===== config.mk =====
export PLATFORM = sky130hd
export DESIGN_NAME = regfile_dump_ctrl
export DESIGN_NICKNAME = d
export VERILOG_FILES = /design/src/rtl/regfile_dbg_pkg.sv /design/src/rtl/regfile_dump_ctrl.sv
export SDC_FILE = /design/constraint.sdc
export NUM_CORES = 1
export LEC_CHECK = 0
export BUFFER_PORTS_ARGS = -buffer_cell sky130_fd_sc_hd__buf_4
export CAP_MARGIN = 20
export CORE_ASPECT_RATIO = 0.7
export CORE_MARGIN = 2
export CORE_UTILIZATION = 45
export DETAILED_ROUTE_END_ITERATION = 8
export MAX_ROUTING_LAYER = met4
export PLACE_DENSITY_LB_ADDON = 0.1
export SLEW_MARGIN = 20
export SYNTH_ARGS = -nofsm -noshare
export SYNTH_HDL_FRONTEND = slang
export SYNTH_SLANG_ARGS = --single-unit

===== constraint.sdc =====
create_clock -name clk -period 2.4 [get_ports clk]
set_input_delay 0.6 -clock clk [delete_from_list [all_inputs] [get_ports clk]]
set_output_delay 0.6 -clock clk [all_outputs]
set_load 0.005 [all_outputs]

===== src/rtl/regfile_dbg_pkg.sv =====
// Shared types and default sizes for the register-file debug dump controller.
// Both the RTL and any block that talks to the dump port import this package.
package regfile_dbg_pkg;

    localparam int DATA_W = 32;
    localparam int ADDR_W = 5;
    localparam int NREGS  = 16;
    localparam int PC_IDX = 15;

    typedef logic [ADDR_W-1:0] reg_addr_t;
    typedef logic [DATA_W-1:0] reg_word_t;

    typedef enum logic [2:0] {
        IDLE,
        FREEZE,
        READ,
        SEND,
        DONE,
        ABORT
    } dump_state_t;

endpackage


===== src/rtl/regfile_dump_ctrl.sv =====
// Freezes the core, walks register-file port A over R0..R(NREGS-1), substitutes the PC
// for PC_IDX and streams each word with its index over a valid/ready port.
module regfile_dump_ctrl
    import regfile_dbg_pkg::*;
#(
    parameter int DATA_W = regfile_dbg_pkg::DATA_W,
    parameter int ADDR_W = regfile_dbg_pkg::ADDR_W,
    parameter int NREGS  = regfile_dbg_pkg::NREGS,
    parameter int PC_IDX = regfile_dbg_pkg::PC_IDX
) (
    input  logic              clk,
    input  logic              rst,
    input  logic              start,
    input  logic              stall_ack,
    output logic [ADDR_W-1:0] rf_dir,
    input  logic [DATA_W-1:0] rf_do,
    input  logic [DATA_W-1:0] pc,
    output logic [DATA_W-1:0] out_data,
    output logic [ADDR_W-1:0] out_idx,
    output logic              out_valid,
    input  logic              out_ready,
    output logic              out_last,
    output logic              dbg_freeze,
    output logic              busy,
    output logic              done,
    output logic              err
);

    localparam logic [ADDR_W-1:0] LastIdx = ADDR_W'(NREGS - 1);
    localparam logic [ADDR_W-1:0] PcIdx   = ADDR_W'(PC_IDX);

    dump_state_t       state;
    dump_state_t       nextState;
    logic [ADDR_W-1:0] idx;
    logic              handshake;

    assign handshake = out_valid & out_ready;

    always_ff @(posedge clk or negedge rst) begin
        if (!rst) begin
            state <= IDLE;
        end else begin
            state <= nextState;
        end
    end

    // Losing stall_ack while the port is in use takes priority over everything else,
    // because the register file may already be changing under us.
    always_comb begin
        nextState = state;
        case (state)
            IDLE:    if (start) nextState = FREEZE;
            FREEZE:  if (stall_ack) nextState = READ;
            READ:    nextState = stall_ack ? SEND : ABORT;
            SEND: begin
                if (!stall_ack) begin
                    nextState = ABORT;
                end else if (handshake) begin
                    nextState = (idx == LastIdx) ? DONE : READ;
                end
            end
            DONE:    nextState = IDLE;
            ABORT:   nextState = IDLE;
            default: nextState = IDLE;
        endcase
    end

    always_ff @(posedge clk or negedge rst) begin
        if (!rst) begin
            idx       <= '0;
            out_data  <= '0;
            out_idx   <= '0;
            out_last  <= 1'b0;
            out_valid <= 1'b0;
        end else begin
            case (state)
                IDLE: begin
                    if (start) idx <= '0;
                end
                READ: begin
                    if (stall_ack) begin
                        out_data  <= (idx == PcIdx) ? pc : rf_do;
                        out_idx   <= idx;
                        out_last  <= (idx == LastIdx);
                        out_valid <= 1'b1;
                    end
                end
                SEND: begin
                    if (!stall_ack) begin
                        out_valid <= 1'b0;
                    end else if (handshake) begin
                        out_valid <= 1'b0;
                        if (idx != LastIdx) idx <= idx + 1'b1;
                    end
                end
                default: ;
            endcase
        end
    end

    // Address stays on idx through SEND so rf_dir is stable while the sink stalls.
    assign rf_dir     = (state == READ || state == SEND) ? idx : '0;
    assign dbg_freeze = (state == FREEZE) || (state == READ) || (state == SEND);
    assign busy       = (state != IDLE);
    assign done       = (state == DONE) || (state == ABORT);
    assign err        = (state == ABORT);

endmodule


==> After elaboration in Yosys (flattened, before gate mapping) <==
Index checks and enable logic that the tools add are counted.
{ "classes": {"n_reduce_logical": 12, "n_addsub": 1, "bitwise": 1, "eq_ne": 14, "mux": 18} }
{ "op_table": {"columns": ["op", "n"], "rows": [
  ["two-way mux 32 bit", 1],
  ["two-way mux 5 bit", 5],
  ["two-way mux 3 bit", 6],
  ["inequality test 2 bit, second input constant", 6],
  ["case mux 3 bit (4 select lines)", 1],
  ["case mux 5 bit (2 select lines)", 1],
  ["== test 3 x 2 -> 1 bit, second input constant", 2],
  ["== test 3 bit, second input constant", 2],
  ["AND reduction 3 bit", 2],
  ["adder 5 x 1 -> 5 bit, second input constant", 1],
  ["== test 5 x 4 -> 1 bit, second input constant", 1],
  ["inequality test 5 x 4 -> 1 bit, second input constant", 1],
  ["AND reduction 5 bit", 1],
  ["logical OR 1 bit", 4],
  ["nonzero test 2 bit", 2],
  ["== test 3 x 1 -> 1 bit, second input constant", 1],
  ["zero test 3 bit", 1],
  ["two-way mux 1 bit", 3],
  ["inequality test 3 bit, second input constant", 1],
  ["nonzero test 3 bit", 1],
  ["case mux 1 bit (2 select lines)", 1],
  ["AND reduction 2 bit", 1],
  ["bitwise AND 1 bit", 1]
]} }
{ "word_totals": {"word_cells": 52, "reg_bits": 47, "in_bits": 69} }

==> Longest topological paths before layout <==
Gate-level depths: netlist of run 1.
{ "depth": {"depth_word": 5, "ltp_mapped": 7, "mapped_depth_nobuf": 6} }

==> Least setup slack after synthesis of run 1 <==
Ideal clock, no wire load.
{ "synth_timing": {"kind": "register -> register", "from": "register idx[0]", "to": "register idx[1]", "stages_incl_launch_ff": 8, "synth_period_minus_slack_ns": 2.080, "setup_ns": 0.128, "slack_ns": 0.320, "path_buffers": 1, "arrival_time_ns": 1.952, "cell_sequence": "dfrtp_1 ha_1 and3_1 ha_1 buf_4 nor4bb_4 a22o_2 mux2_1"} }
{ "synth_via": {"elab_chain_cells": 5} }
{ "synth_rtl": {"columns": ["element", "line", "rtl"], "rows": [
  ["from (decl)", "regfile_dump_ctrl.sv:34", "logic [ADDR_W-1:0] idx;"],
  ["from (signal assigned)", "regfile_dump_ctrl.sv:93", "if (idx != LastIdx) idx <= idx + 1'b1;"],
  ["adder 5 x 1 -> 5 bit", "regfile_dump_ctrl.sv:93", null],
  ["two-way mux 5 bit", "regfile_dump_ctrl.sv:93", null],
  ["two-way mux 5 bit", "regfile_dump_ctrl.sv:91", "end else if (handshake) begin"],
  ["two-way mux 5 bit", "regfile_dump_ctrl.sv:89", "if (!stall_ack) begin"],
  ["case mux 5 bit (2 select lines)", "regfile_dump_ctrl.sv:76", "case (state)"]
]} }
Parallel ways exist; a longest one is shown, timed or not. The select of a mux whose other input is x is not followed.
A chain may end at the register's enable or synchronous reset.

==> Worst setup path in the final report of run 1 <==
Ends and elaborated chain as after synthesis.

==> results.py, run 1 <==
metrics = {
    "final_layout": {
        "layout-drive-gt1-share": 0.421,
        "final_cell_mix": "119 x buf_4, 47 x dfrtp_1, 34 x nor2_1, 33 x mux2i_1, 33 x a21oi_1",
        "synthToLayoutAreaGrowth_pct": 42.2,
        "register_area_um2": 1180,
        "design_area_um2": 3250,
        "num-nets-final": 393,
        "layout.cells.most_common": "buf_4",
        "multi_input_area_um2": 985,
        "fin_util": 0.672,
        "fill_cells": 428,
        "antenna_cells": 0,
    },
    "placement": {
        "gp_congestion": 0.769,
        "dpl_cell_area_um2": 3180,
        "portBuffers": 116,
        "dpl.hpwl_um": 4030,
        "post-place-ws_ns": 0.287,
    },
    "timing": {
        "report.final.slew_viol_count": 0,
        "tns_ns": 0,
        "finalSetupViolations": 0,
        "finalHoldViolCount": 0,
        "worstMarginPinSlew_ns": 0.583,
        "fin_crit_sh": 0.881,
        "rsz0062_at_grt": "false",
        "slew_headroom": 0.611,
        "setup_slack_ns": 0.285,
        "min_period_ns": 2.11,
        "fmax_mhz": 473,
        "clock_skew_ns": 0.00639,
        "whs_ns": 0.305,
    },
    "die": {
        "fp.dieArea_um2": 5670,
        "ioPinCount": 117,
        "core_area_um2": 4830,
        "die_h_um": 63.6,
        "floorplan.initialDensity": 0.473,
        "die_w_um": 89.2,
        "rows": 21,
    },
    "clocking": {
        "clkSlewWorstSetupHoldPaths_ns": 0.08,
        "post-cts-setup-buffer-count": 0,
        "htree_num_levels": 2,
        "cts_made_buffers": 5,
        "post_cts_resized": 0,
        "cts_hold_buf": 0,
        "cts_tree": "built",
        "cts.sinks": 47,
        "cts_max_path_buffers": 2,
        "cts-root-buf": "clkbuf_8",
        "clock_latency_ns": 0.29,
    },
    "logic_synthesis": {
        "synth_xor_area_frac": 0,
        "synth_top_area_cell": "dfrtp_1",
        "synth_area_per_cell_um2": 10.8,
        "yosysTopAreaCellShare": 0.515,
        "netlist_area_um2": 2280,
        "ys_seq_area_frac": 0.515,
        "synth_nets": 282,
        "yosysWarningCount": 0,
        "synth-simple-area-share": 0.132,
        "synth_compound_area_frac": 0.103,
        "synthTopCellsByArea": "dfrtp_1 51%, mux2i_1 14%, a21oi_1 7.2%, nor2_1 5.6%, buf_6 2.5%",
        "ys_seq_elements": 47,
        "synth_top_family_by_area": "multiplexers",
        "yosysUniqueCellTypes": 30,
        "synth.area.mux_share": 0.184,
        "synth_adder_area_share": 0.0110,
        "synthCells": 211,
    },
    "grt": {
        "grt_pass1_wl_um": 8460,
        "grt_max_degree": 48,
        "antenna_found_initial": 0,
        "grt_overflow": 0,
        "grt_pass1_vias": 1904,
        "groute.usage.overall": 0.198,
    },
    "routing": {
        "vias": 1934,
        "wl_um": 5300,
        "viasPerCell": 4.96,
        "first_pass_iters": 4,
        "drcViolationCount": 0,
        "post_drt_wl_per_cell_um": 13.6,
        "ant_nets": 0,
        "drt_iter0_markers": 28,
    },
    "critical_path": {
        "arrival_ns": 2.29,
        "r2r_start": "idx[0]",
        "critPathLaunch": "idx[0]",
        "critical_path.startpoint_type": "flip-flop",
        "critical_path_required_ns": 2.58,
        "critPathCaptureType": "flip-flop",
        "crit_type": "reg2reg",
        "crit_path_max_fanout": 5,
    },
    "worst_hold_path": {
        "hold_class": "in2async",
    },
    "power": {
        "p_per_area_nw_per_um2": 899,
        "vdd_ir_drop_max_mv": 0.448,
        "p_leak_nw": 1.51,
    },
    "flow_run": {
        "maxCapViolCount": 0,
    },
    "status": {
        "outcome": "completed",
    },
}
-- kinds of logic (layout without fill, tap and decap cells) --
| logic type | Yosys count | count (layout) |
|---|---|---|
| simple gates | 59 | 59 |
| buf+inv | 20 | 130 |
| mux | 40 | 40 |
| flops | 47 | 47 |
| compound gates | 43 | 43 |
| fa+ha+maj | 2 | 2 |
-- cell usage after synthesis --
master and number:
mux2i_1 33, nor3_1 2, nor2_1 34, o2bb2ai_1 1, nand3_1 2, and2b_1 1, o21ai_0 2, a22o_2 1
buf_4 1, a311oi_1 1, a21oi_1 33, and2_1 6, dfrtp_1 47, buf_6 5, mux2_4 3, ha_1 2
nor2b_1 1, clkbuf_1 2, nand3b_1 3, nand2_1 3, mux2_2 3, inv_1 4, nor4bb_4 1, clkbuf_2 1
and4bb_1 1, and3_1 5, a21boi_0 1, buf_2 7, mux2_1 1, a31oi_1 4
-- final timing paths --
path / to / depth (start not counted) / slack [ns]
max in group asynchronous: out_data[24] / 1 / 1.70
hold reg to reg: out_idx[2] / 1 / 0.52
hold / removal: out_data[11] / 1 / 0.30
min in group clk: out_idx[2] / 1 / 0.52
setup reg to reg: idx[1] / 6 / 0.29
setup / recovery: idx[1] / 6 / 0.29
-- final cells by class --
cell class                      instances  share of cell area
Sequential cell                        47               0.362
Clock buffer                            6              0.0223
Inverter                                4             0.00462
Multi-Input combinational cell        144               0.303
Tap cell                               69              0.0266
Timing Repair Buffer                  120               0.281
-- sequential cells by signal, summed over array words and instances, names as in the netlist --
name	flops
idx	5
out_data	32
out_idx	5
out_last	1
out_valid	1
state	3
-- layer usage --
metal  global-route usage  vias up  wire (µm)
li1                     -      952          -
met1                0.249      901       2300
met2                0.308       75       2490
met3               0.0616        6        453
met4               0.0541        0         53
met5                    -        -          0
-- per-stage QoR --
| stage | power (W) | cells |
|---|---|---|
| floorplan | 0.00182 | 211 |
| global placement | 0.00249 | 384 |
| detailed placement | 0.00253 | 384 |
| CTS | 0.00296 | 390 |
| global route | 0.00316 | 390 |
| finish | 0.00292 | 390 |
-- power breakdown --
part	switching [W]	total (W)	internal, W
combinational	0.000471	0.00116	0.000688
clock	0.000236	0.000430	0.000194
sequential	0.000215	0.00133	0.00112
total	0.000921	0.00292	0.00200
-- worst max-delay path: stages (launching register included) --
cell,delay [ns]
dfrtp_1,0.43
ha_1,0.24
and3_1,0.20
ha_2,0.19
nor4bb_4,0.35
a22o_2,0.27
mux2_1,0.33
Power figures use the tool's default switching activity.
==> run 2, diff against run 1 <==
--- a/config.mk
+++ b/config.mk
@@ -12,7 +12,8 @@
 export CORE_UTILIZATION = 45
 export DETAILED_ROUTE_END_ITERATION = 8
 export MAX_ROUTING_LAYER = met4
-export PLACE_DENSITY_LB_ADDON = 0.1
+export PLACE_DENSITY = 0.79
+export SETUP_SLACK_MARGIN = 0.2
 export SLEW_MARGIN = 20
 export SYNTH_ARGS = -nofsm -noshare
 export SYNTH_HDL_FRONTEND = slang
==> results.py, run 2 (synthesis results as in run 1) <==
metrics = {
    "status": {
        "outcome": "completed",
    },
    "final_layout": {
        "final_cell_mix": "121 x buf_4, 47 x dfrtp_1, 34 x nor2_1, 33 x mux2i_1, 33 x a21oi_1",
        "synthToLayoutAreaGrowth_pct": 42.6,
        "layout.cells.most_common": "buf_4",
        "layout-drive-gt1-share": 0.429,
        "largestRegisters": "out_data (32), idx (5), out_idx (5)",
        "num-nets-final": 394,
        "max_flop_register": "out_data",
        "antenna_cells": 0,
        "stdcell_count": 393,
        "fin_util": 0.674,
        "largest_reg_flops": 32,
        "fill_cells": 442,
    },
    "placement": {
        "place_inst": 384,
        "gp_congestion": 0.873,
        "portBuffers": 116,
        "dpl.hpwl_um": 3960,
    },
    "die": {
        "core_area_um2": 4830,
        "die_h_um": 63.6,
        "floorplan.initialDensity": 0.473,
        "rows": 21,
        "die_w_um": 89.2,
        "ioPinCount": 117,
        "fp.dieArea_um2": 5670,
    },
    "grt": {
        "grt_pass1_vias": 1895,
        "grt_pass1_wl_um": 8470,
        "grt_max_degree": 48,
        "antenna_found_initial": 0,
        "groute.usage.overall": 0.198,
        "grt_overflow": 0,
    },
    "critical_path": {
        "critPathCaptureType": "primary output",
        "critical_path.startpoint_type": "flip-flop",
        "arrival_ns": 1.44,
        "ff2ff_setup_slack_ns": 0.38,
        "path_cells": "and2b_2 > and2_1 > buf_4",
        "critical_path_required_ns": 1.80,
        "cp_slowest_cell": "dfrtp_1",
        "crit_path_max_fanout": 12,
        "cp_slowest_stage_delay_ns": 0.48,
        "crit_type": "reg2out",
    },
    "timing": {
        "finalSetupViolations": 0,
        "fmax_mhz": 491,
        "fin_crit_sh": 0.848,
        "worstMarginPinSlew_ns": 0.580,
        "clock_skew_ns": 0.00820,
        "slew_headroom": 0.613,
        "tns_ns": 0,
        "whs_ns": 0.303,
        "finalHoldViolCount": 0,
        "min_period_ns": 2.04,
        "rsz0062_at_grt": "false",
        "report.final.slew_viol_count": 0,
    },
    "routing": {
        "met3_length_um": 506,
        "met2_length_um": 2400,
        "first_pass_iters": 4,
        "ant_nets": 0,
        "post_drt_wl_per_cell_um": 13.6,
        "wl_um": 5340,
        "drt_iter0_markers": 42,
        "viasPerCell": 4.92,
        "wl_met1_um": 2420,
        "vias": 1934,
        "top_layer_used": "met4",
        "drcViolationCount": 0,
    },
    "clocking": {
        "clock_latency_ns": 0.29,
        "cts_tree": "built",
        "cts_hold_buf": 0,
        "cts_max_path_buffers": 2,
        "clkSlewWorstSetupHoldPaths_ns": 0.09,
        "cts_made_buffers": 5,
        "cts.sinks": 47,
        "cts-root-buf": "clkbuf_8",
        "htree_num_levels": 2,
    },
    "worst_hold_path": {
        "hold_class": "in2async",
    },
    "flow_run": {
        "maxCapViolCount": 0,
    },
    "power": {
        "vdd_ir_drop_max_mv": 0.509,
        "p_per_area_nw_per_um2": 907,
        "p_leak_nw": 1.51,
    },
}
## run 2: cell types whose count changed in the layout (fill, tap and decap cells not counted), sizes merged
| cell | delta |
|---|---|
| clkinv | +1 |
| buf | +1 |
| clkinvlp | +1 |
## run 2: final timing paths
| path | depth (start not counted) | start | endpoint |
|---|---|---|---|
| worst max-delay path | 3 | state[2] | rf_dir[4] |
| worst min-delay path | 1 | rst | out_idx[3] |
| worst max register to register | 6 | idx[0] | idx[1] |
| worst min register to register | 1 | out_idx[0] | out_idx[0] |
| max in group asynchronous | 1 | rst | out_data[3] |
| min in group clk | 1 | out_idx[0] | out_idx[0] |
## run 2: worst max-delay path, delay by kind of cell, from the launching register on
kind	cells	cell delay, ns
flops	1	0.48
buf+inv	1	0.13
simple gates	2	0.53
## run 2: report_power, final
part	total (W)	switching (W)	internal [W]
combinational	0.00116	0.000468	0.000688
sequential	0.00134	0.000225	0.00112
clock	0.000459	0.000255	0.000204
## run 2: cell type report
type,instances,area [µm²],area share
timing repair buffer,121,908,0.279
clock buffer,6,72.6,0.0223
tap,69,86.3,0.0265
multi-input combinational,144,986,0.303
sequential,47,1180,0.361
clock inverter,2,12.5,0.00384
inverter,4,15.0,0.00461
## run 2: stage by stage
stage	worst slack, ns	power (W)	instance area [µm²]
floorplan	0.320	0.00182	2280
global placement	0.394	0.00248	3160
detailed placement	0.343	0.00252	3160
CTS	0.276	0.00298	3250
global route	0.250	0.00319	3260
finish	0.365	0.00296	3260
## run 2: repair_timing
action | CTS | global route
setup buffers | 0 | 1
endpoints found under the setup margin | 0 | 2
gates resized for setup | 0 | 1
## run 2: metal layers
layer  vias to the layer above  global-route usage
li1                        957                   -
met1                       879               0.252
met2                        96               0.313
met3                         2              0.0577
met4                         0              0.0448
met5                         -                   -
==> run 3, diff against run 2 <==
==> constraint.sdc (replaced) <==
create_clock -name clk -period 2 [get_ports clk]
set_input_delay 0.5 -clock clk [delete_from_list [all_inputs] [get_ports clk]]
set_output_delay 0.5 -clock clk [all_outputs]
set_load 0.005 [all_outputs]
==> results.py, run 3 (synthesis results as in run 1) <==
metrics = {
    "die": {
        "fp.dieArea_um2": 5670,
        "core_area_um2": 4830,
        "floorplan.initialDensity": 0.473,
        "die_w_um": 89.2,
        "ioPinCount": 117,
        "rows": 21,
        "die_h_um": 63.6,
    },
    "final_layout": {
        "stdcell_count": 406,
        "max_flop_register": "out_data",
        "num-nets-final": 407,
        "fin_util": 0.712,
        "fill_cells": 409,
        "final_cell_mix": "126 x buf_4, 45 x dfrtp_1, 34 x nor2_1, 33 x mux2i_1, 33 x a21oi_1",
        "antenna_cells": 0,
        "layout-drive-gt1-share": 0.475,
        "largest_reg_flops": 32,
        "largestRegisters": "out_data (32), idx (5), out_idx (5)",
        "layout.cells.most_common": "buf_4",
        "synthToLayoutAreaGrowth_pct": 50.6,
    },
    "routing": {
        "first_pass_iters": 4,
        "post_drt_wl_per_cell_um": 13.9,
        "drcViolationCount": 0,
        "drt_iter0_markers": 45,
        "viasPerCell": 5.00,
        "vias": 2029,
        "ant_nets": 0,
        "wl_um": 5630,
    },
    "power": {
        "net-switching-power_w": 0.00118,
        "p_clk_frac": 0.147,
        "vdd_ir_drop_max_mv": 0.591,
        "swShare": 0.319,
        "p_leak_nw": 1.59,
        "comb_power_share": 0.425,
        "p_per_area_nw_per_um2": 1070,
        "internal_power_w": 0.00251,
        "p_seq_frac": 0.428,
        "total_power_w": 0.00369,
    },
    "timing": {
        "finalHoldViolCount": 0,
        "slew_headroom": 0.603,
        "worstMarginPinSlew_ns": 0.596,
        "whs_ns": 0.208,
        "finalSetupViolations": 0,
        "min_period_ns": 1.83,
        "fin_crit_sh": 0.917,
        "clock_skew_ns": 0.00625,
        "report.final.slew_viol_count": 0,
        "rsz0062_at_grt": "true",
        "fmax_mhz": 545,
    },
    "critical_path": {
        "critical_path_required_ns": 2.18,
        "critPathCaptureType": "flip-flop",
        "critical_path.startpoint_type": "flip-flop",
        "r2r_start": "idx[1]",
        "crit_path_max_fanout": 3,
        "crit_type": "reg2reg",
        "ff2ff_setup_slack_ns": 0.17,
        "arrival_ns": 2.01,
        "critPathLaunch": "idx[1]",
        "reg2regPathDepth": 6,
    },
    "grt": {
        "grt_pass1_wl_um": 8690,
        "groute.usage.overall": 0.205,
        "antenna_found_initial": 0,
        "grt_max_degree": 48,
        "grt_pass1_vias": 1924,
        "grt_overflow": 0,
    },
    "placement": {
        "gp_congestion": 0.830,
        "place_inst": 390,
        "dpl.hpwl_um": 4090,
        "portBuffers": 116,
    },
    "worst_hold_path": {
        "hold_class": "in2async",
    },
    "status": {
        "outcome": "completed",
    },
    "clocking": {
        "cts_made_buffers": 5,
        "cts.sinks": 47,
        "cts-root-buf": "clkbuf_8",
        "clkSlewWorstSetupHoldPaths_ns": 0.08,
        "cts_hold_buf": 0,
        "htree_num_levels": 2,
        "clock_latency_ns": 0.30,
        "cts_max_path_buffers": 2,
        "cts_tree": "built",
    },
    "flow_run": {
        "maxCapViolCount": 0,
    },
}
==> run 3: changes by cell type in the layout (fill, tap and decap cells not counted), sizes merged <==
cell	before	now
clkinvlp	1	0
clkbuf	6	7
buf	121	133
and2b	1	2
==> run 3: final timing paths <==
kind / endpoint
max: idx[1]
min: out_idx[3]
max reg2reg: idx[1]
min reg2reg: out_idx[0]
max in group asynchronous: state[1]
min in group clk: state[2]
==> run 3: final cells by class <==
cell class | instances | area, µm² | area share
repair buffers | 133 | 1040 | 0.303
clock buffers | 7 | 76.3 | 0.0222
multi-input cells | 145 | 1040 | 0.301
flip-flops and latches | 47 | 1180 | 0.343
inverters | 4 | 15.0 | 0.00436
well taps | 69 | 86.3 | 0.0251
clock inverters | 1 | 5.00 | 0.00145
==> run 3: power by group through the flow <==
stage	logic [W]	registers [W]	clock network, W
3_5_place_dp	0.00150	0.00159	0
4_1_cts	0.00156	0.00158	0.000564
3_3_place_gp	0.00146	0.00157	0
2_1_floorplan	0.000598	0.00159	0
6_report	0.00157	0.00158	0.000543
5_1_grt	0.00173	0.00163	0.000610
==> run 3: per-layer routing <==
metal / part of all wire / vias to the layer above / wire [µm] / track usage
li1: - / 985 / - / -
met1: 0.44 / 937 / 2500 / 0.274
met2: 0.45 / 100 / 2540 / 0.302
met3: 0.092 / 7 / 520 / 0.0577
met4: 0.012 / 0 / 66 / 0.0653
met5: 0 / - / 0 / -
==> run 3: repair_timing <==
action | 4_1_cts | 5_1_grt
gates resized for setup | 4 | 11
pin swaps | 3 | 3
endpoints found under the hold margin | 0 | 0
endpoints found under the setup margin | 8 | 15
cloned | 0 | 1
buffers inserted | 6 | 1
==> run 3: metrics by stage <==
stage               TNS (ns)  setup slack [ns]  instance area (µm²)
floorplan            -0.0110           -0.0110                 2310
global placement           0             0.109                 3250
detailed placement         0            0.0411                 3250
CTS                        0             0.163                 3390
global route               0             0.133                 3440
finish                     0             0.166                 3440
==> run 3: critical path: stages, from the launching register on <==
cell and delay (ns):
dfrtp_1 0.40, ha_2 0.19, and3_4 0.19, ha_4 0.17
nor4bb_4 0.27, a22o_2 0.21, mux2_4 0.30
